`config.mk`:
```
export PLATFORM = sky130hd
export DESIGN_NAME = transaction_record_deframer
export DESIGN_NICKNAME = d
export VERILOG_FILES = /design/src/rtl/transaction_record_deframer.sv
export SDC_FILE = /design/constraint.sdc
export NUM_CORES = 1
export LEC_CHECK = 0
export ABC_AREA = 1
export BUFFER_PORTS_ARGS = -buffer_cell sky130_fd_sc_hd__buf_4
export CAP_MARGIN = 20
export CORE_MARGIN = 2
export CORE_UTILIZATION = 45
export DETAILED_ROUTE_END_ITERATION = 12
export GPL_ROUTABILITY_DRIVEN = 1
export PLACE_DENSITY = 0.67
export SYNTH_ARGS = -nofsm -noshare
export SYNTH_HDL_FRONTEND = slang
export SYNTH_SLANG_ARGS = --single-unit
```
`constraint.sdc`:
```
create_clock -name clk -period 3.98 [get_ports clk]
set_input_delay 0.199 -clock clk [delete_from_list [all_inputs] [get_ports clk]]
set_output_delay 0.199 -clock clk [all_outputs]
set_load 0.03 [all_outputs]
```
`src/rtl/transaction_record_deframer.sv`:
```
// Byte-stream deframer: hunts for a sync byte, gathers a 6-byte payload, verifies
// its XOR checksum and presents the decoded transaction fields over valid/ready.
module transaction_record_deframer #(
  parameter logic [7:0] SYNC_BYTE      = 8'hA5,
  parameter int         TIMEOUT_CYCLES = 255,
  parameter int         CNT_W          = 16
) (
  input  logic             clk,
  input  logic             rst,
  input  logic [7:0]       byte_in,
  input  logic             byte_valid,
  output logic             byte_ready,
  output logic [9:0]       time_stamp,
  output logic             in,
  output logic [1:0]       method_field,
  output logic [29:0]      value,
  output logic             new_wallet,
  output logic             rec_valid,
  input  logic             rec_ready,
  output logic             crc_err,
  output logic             timeout_err,
  output logic [CNT_W-1:0] rec_count,
  output logic [CNT_W-1:0] err_count
);

  localparam int TW = $clog2(TIMEOUT_CYCLES + 1);
  localparam logic [TW-1:0]    TMO_LAST = TW'(TIMEOUT_CYCLES - 1);
  localparam logic [TW-1:0]    TMO_ONE  = TW'(1);
  localparam logic [CNT_W-1:0] CNT_ONE  = CNT_W'(1);

  typedef enum logic [1:0] {
    ST_HUNT    = 2'd0,
    ST_PAYLOAD = 2'd1,
    ST_CHECK   = 2'd2,
    ST_OUTPUT  = 2'd3
  } state_t;

  state_t          state_r;
  state_t          next_state_s;
  logic [2:0]      idx_r;
  logic [7:0]      chk_r;
  logic [47:0]     payload_r;
  logic [TW-1:0]   tmo_cnt_r;

  logic accept_s;
  logic in_frame_s;
  logic tmo_hit_s;
  logic chk_ok_s;
  logic byte_ready_d_s;
  logic rec_valid_d_s;
  logic crc_err_d_s;
  logic timeout_err_d_s;
  logic load_fields_s;
  logic rec_inc_s;
  logic err_inc_s;

  assign accept_s   = byte_valid && byte_ready;
  assign in_frame_s = (state_r == ST_PAYLOAD) || (state_r == ST_CHECK);
  // An accepted byte in the limit cycle wins over the timeout.
  assign tmo_hit_s  = in_frame_s && !accept_s && (tmo_cnt_r == TMO_LAST);
  assign chk_ok_s   = (byte_in == chk_r) && (payload_r[47:44] == 4'd0);

  always_ff @(posedge clk or posedge rst) begin
    if (rst) begin
      state_r <= ST_HUNT;
    end else begin
      state_r <= next_state_s;
    end
  end

  always_comb begin
    next_state_s = state_r;
    case (state_r)
      ST_HUNT: begin
        if (accept_s && (byte_in == SYNC_BYTE)) next_state_s = ST_PAYLOAD;
        else                                    next_state_s = ST_HUNT;
      end
      ST_PAYLOAD: begin
        if (tmo_hit_s)                          next_state_s = ST_HUNT;
        else if (accept_s && (idx_r == 3'd5))   next_state_s = ST_CHECK;
        else                                    next_state_s = ST_PAYLOAD;
      end
      ST_CHECK: begin
        if (tmo_hit_s)                          next_state_s = ST_HUNT;
        else if (accept_s)                      next_state_s = chk_ok_s ? ST_OUTPUT : ST_HUNT;
        else                                    next_state_s = ST_CHECK;
      end
      ST_OUTPUT: begin
        if (rec_valid && rec_ready)             next_state_s = ST_HUNT;
        else                                    next_state_s = ST_OUTPUT;
      end
      default: next_state_s = ST_HUNT;
    endcase
  end

  always_comb begin
    byte_ready_d_s  = (next_state_s != ST_OUTPUT);
    rec_valid_d_s   = (next_state_s == ST_OUTPUT);
    crc_err_d_s     = (state_r == ST_CHECK) && accept_s && !chk_ok_s;
    timeout_err_d_s = tmo_hit_s;
    load_fields_s   = (state_r == ST_CHECK) && accept_s && chk_ok_s;
    rec_inc_s       = (state_r == ST_OUTPUT) && rec_valid && rec_ready;
    err_inc_s       = crc_err_d_s || timeout_err_d_s;
  end

  always_ff @(posedge clk or posedge rst) begin
    if (rst) begin
      byte_ready  <= 1'b0;
      rec_valid   <= 1'b0;
      crc_err     <= 1'b0;
      timeout_err <= 1'b0;
    end else begin
      byte_ready  <= byte_ready_d_s;
      rec_valid   <= rec_valid_d_s;
      crc_err     <= crc_err_d_s;
      timeout_err <= timeout_err_d_s;
    end
  end

  // Payload capture, running checksum and inter-byte idle counter.
  always_ff @(posedge clk or posedge rst) begin
    if (rst) begin
      idx_r     <= 3'd0;
      chk_r     <= 8'd0;
      payload_r <= 48'd0;
      tmo_cnt_r <= '0;
    end else begin
      case (state_r)
        ST_HUNT: begin
          if (accept_s && (byte_in == SYNC_BYTE)) begin
            idx_r     <= 3'd0;
            chk_r     <= 8'd0;
            tmo_cnt_r <= '0;
          end
        end
        ST_PAYLOAD: begin
          if (accept_s) begin
            payload_r[{idx_r, 3'b000} +: 8] <= byte_in;
            chk_r     <= chk_r ^ byte_in;
            idx_r     <= idx_r + 3'd1;
            tmo_cnt_r <= '0;
          end else begin
            tmo_cnt_r <= tmo_cnt_r + TMO_ONE;
          end
        end
        ST_CHECK: begin
          if (accept_s) tmo_cnt_r <= '0;
          else          tmo_cnt_r <= tmo_cnt_r + TMO_ONE;
        end
        default: begin
          tmo_cnt_r <= '0;
        end
      endcase
    end
  end

  always_ff @(posedge clk or posedge rst) begin
    if (rst) begin
      time_stamp   <= 10'd0;
      in           <= 1'b0;
      method_field <= 2'd0;
      value        <= 30'd0;
      new_wallet   <= 1'b0;
    end else if (load_fields_s) begin
      time_stamp   <= payload_r[9:0];
      in           <= payload_r[10];
      method_field <= payload_r[12:11];
      value        <= payload_r[42:13];
      new_wallet   <= payload_r[43];
    end
  end

  // Saturating record and drop counters.
  always_ff @(posedge clk or posedge rst) begin
    if (rst) begin
      rec_count <= '0;
      err_count <= '0;
    end else begin
      if (rec_inc_s && (rec_count != '1)) rec_count <= rec_count + CNT_ONE;
      if (err_inc_s && (err_count != '1)) err_count <= err_count + CNT_ONE;
    end
  end

endmodule

```
==> impl_results.md <==
* Final Max Slew Viols at 0
* Full die area at 16700 sq um
* Setup violations, final at 0
* Post-synth EDFFs at 0
* Drt wl/cell at 13.6 um
* Cell Area, Synth at 7050 sq um
* RSZ-0062 raised after global routing: false
* Slew of the pin with the lowest slew margin at 865 ps
* Top-count cell post-synth: nand2_1
* Cell taking the most area after synthesis: dfrtp_1
* Post-cts sizing count at 0
* Post-route ant nets at 0
* Worst setup SP type: flop
* Setup TNS at 0 ps
* Congestion Overflow GR at 0
* TritonCTS buffer count at 17
* GP Congestion at 0.860
* Crit path cell chain: clkinv_1 -> ha_1 -> ha_1 -> inv_1 -> nor2_1 -> inv_1 -> nor2_1 -> nand4_1 -> o21ai_0
* Drc violations at 0
* Worst-path fanout max at 12
* Final hold viol count at 15
* Type of the worst setup path: flop to flop
* Synth top area share at 52.9%
* R2R Path Start: idx_r[0]$_DFFE_PP0P_
* Worst hold path type: input port to asynchronous set/reset pin
* Overall Global Routing Usage at 19.6%
* Crit path buf inv count at 3
* Post-synthesis register bit count at 149
* Critical-path top delay cell: dfrtp_1
* Layout cells sized above 1 at 17.8%
* Initial DRC count at 381
* CTS tree: yes
* FP Rows at 45
* YS warnings at 0
* Worst-path clk slew at 60 ps
* Port Buffers at 91
* Worst IR Drop VDD at 0.000300 V
* Largest net degree at the start of global routing at 150
* Die W at 129 um
* CP required at 4310 ps
* Number of distinct library cells after synthesis at 40
* CTS Buffer Depth at 2
* Largest cells by area after synthesis: dfrtp_1, nand2_1, inv_1
* Worst endpoint data arrival time at 3220 ps
* Setup bufs post-CTS at 0
* Hold WS at -56.0 ps
* Die height at 129 um
* Post-DR vias/cell at 4.87
* Vias in the first global route at 5209
* Fin util at 55.6%
* WL final at 15500 um
* Post-Syn Instances at 821
* Delay-heaviest family, CP: simple AND/OR/NAND/NOR gates
* Sequential area share after synthesis at 52.9%
* Asr flop ratio synth at 100%
* Syn avg cell area at 8.59 sq um
* Net Count, Synth at 848
* Root Buffer: clkbuf_16
* Period utilization at 72.4%
* Reg-to-Reg End: payload_r[24]$_DFFE_PP0P_
* Vias at 5545
* Tmin final at 2880 ps
* Crit-path max cell delay at 600 ps
* Ranking of synthesized cells by instance count: nand2_1, dfrtp_1, inv_1
* Core area at 15300 sq um
* Initial core utilization at 46.2%
* TritonRoute pass-1 iters at 5
* Final HPWL DP at 10600 um
* H-tree depth at 4
* Top achievable clock speed at 347 MHz
* Dpl cells at 1107
* Hold buffers post-CTS at 0
* Setup crit end kind: flop
* Total power at 3.23 mW
* R2R cell count at 9
* Flop2flop setup slack at 1100 ps
* Main synth FF type: dfrtp_1
* Failing checks: hold timing
* Slew headroom at 42.4%
* Clk sink count at 149
* Ant diodes at 0
* Area Overhead vs Synth at 20.4%
* Total leakage power at 4.30 nW
* Clock latency on the worst-skew pair at 420 ps
* First-pass GRT wire length at 25700 um
* Status: complete, but fails checks
* P per Cell Area at 381 nW/um^2
* Final cell count without fillers at 1139
* Antenna violations before repair at 0
* Final net count at 942
* Worst Skew at 6.74 ps
* Ports at 92
* Number of max-cap violations at 0
## worst max-delay path by stage
stage,start,end,slack (ps),depth (start not counted)
after floorplan,idx_r[0]$_DFFE_PP0P_,payload_r[24]$_DFFE_PP0P_,1850,11
after global placement,idx_r[0]$_DFFE_PP0P_,payload_r[24]$_DFFE_PP0P_,1360,9
after detailed placement,idx_r[0]$_DFFE_PP0P_,payload_r[24]$_DFFE_PP0P_,1180,9
after CTS,idx_r[0]$_DFFE_PP0P_,payload_r[24]$_DFFE_PP0P_,1180,9
after global routing,idx_r[0]$_DFFE_PP0P_,payload_r[24]$_DFFE_PP0P_,860,9
final,idx_r[0]$_DFFE_PP0P_,payload_r[24]$_DFFE_PP0P_,1100,9
## registers in the layout (all words and copies together) (netlist names)
signal,flops
rec_count,16
new_wallet,1
rec_valid,1
tmo_cnt_r,8
crc_err,1
err_count,16
idx_r,3
chk_r,8
time_stamp,10
timeout_err,1
method_field,2
byte_ready,1
value,30
state_r,2
in,1
payload_r,48
## kinds of logic (layout without fill, tap and decap cells)
| group | Yosys count | after routing | synth area share, % |
|---|---|---|---|
| and+or+nand+nor | 365 | 365 | 23.5 |
| DFF | 149 | 149 | 52.9 |
| buffers and inverters | 141 | 248 | 7.99 |
| AOI/OAI and AO/OA | 120 | 120 | 9.07 |
| xor gates and xnor gates | 31 | 31 | 3.85 |
| adders and majority gates | 15 | 15 | 2.66 |
## through the flow
stage | hold slack (ps) | setup slack [ps] | cell area [sq um]
2_1_floorplan | 344 | 1850 | 7050
3_3_place_gp | 457 | 1360 | 7930
3_5_place_dp | 468 | 1180 | 7930
4_1_cts | 51.6 | 1180 | 8490
5_1_grt | 58.9 | 862 | 8490
6_report | -56.0 | 1100 | 8490
## power breakdown
part | internal [mW] | switching (mW) | total, mW
clock network | 0.861 | 0.654 | 1.51
registers | 1.53 | 0.0150 | 1.55
logic | 0.0428 | 0.129 | 0.172
## layer usage
layer  GRT usage [%]  vias up  wire, um
met2            28.4      102      7080
met4            6.20        0       174
met3            5.49       13       626
met5               0        -         0
li1                -     2820         -
met1            28.6     2610      7670
## final cells by class
cell class                      count  area (sq um)
Multi-Input combinational cell    531          2760
Tap cell                          211           264
Fill cell                        1409          6770
Clock buffer                       17           425
Sequential cell                   149          3730
Clock inverter                     15           133
Inverter                          123           467
Timing Repair Buffer               93           711
## worst register-to-register path, cell delays in order, from the launching register on
cell      delay [ps]
dfrtp_1          600
clkinv_1         340
ha_1             290
ha_1             270
inv_1             80
nor2_1           220
inv_1            120
nor2_1           560
nand4_1          190
o21ai_0          130
## placed cells by master, fill, tap and decap left out, types with 8 or more instances in the layout
cell type | Yosys | routed
a21oi_1 | 11 | 11
buf_4 | 3 | 92
clkbuf_16 | 0 | 17
clkinvlp_4 | 0 | 8
dfrtp_1 | 149 | 149
ha_1 | 15 | 15
inv_1 | 113 | 112
inv_2 | 8 | 8
nand2_1 | 211 | 211
nand3_1 | 42 | 42
nand4_1 | 22 | 22
nor2_1 | 46 | 46
nor3_1 | 16 | 16
o21ai_0 | 81 | 81
o21ai_1 | 13 | 13
xor2_1 | 24 | 24
No activity file was read; power rests on OpenSTA's default activity.
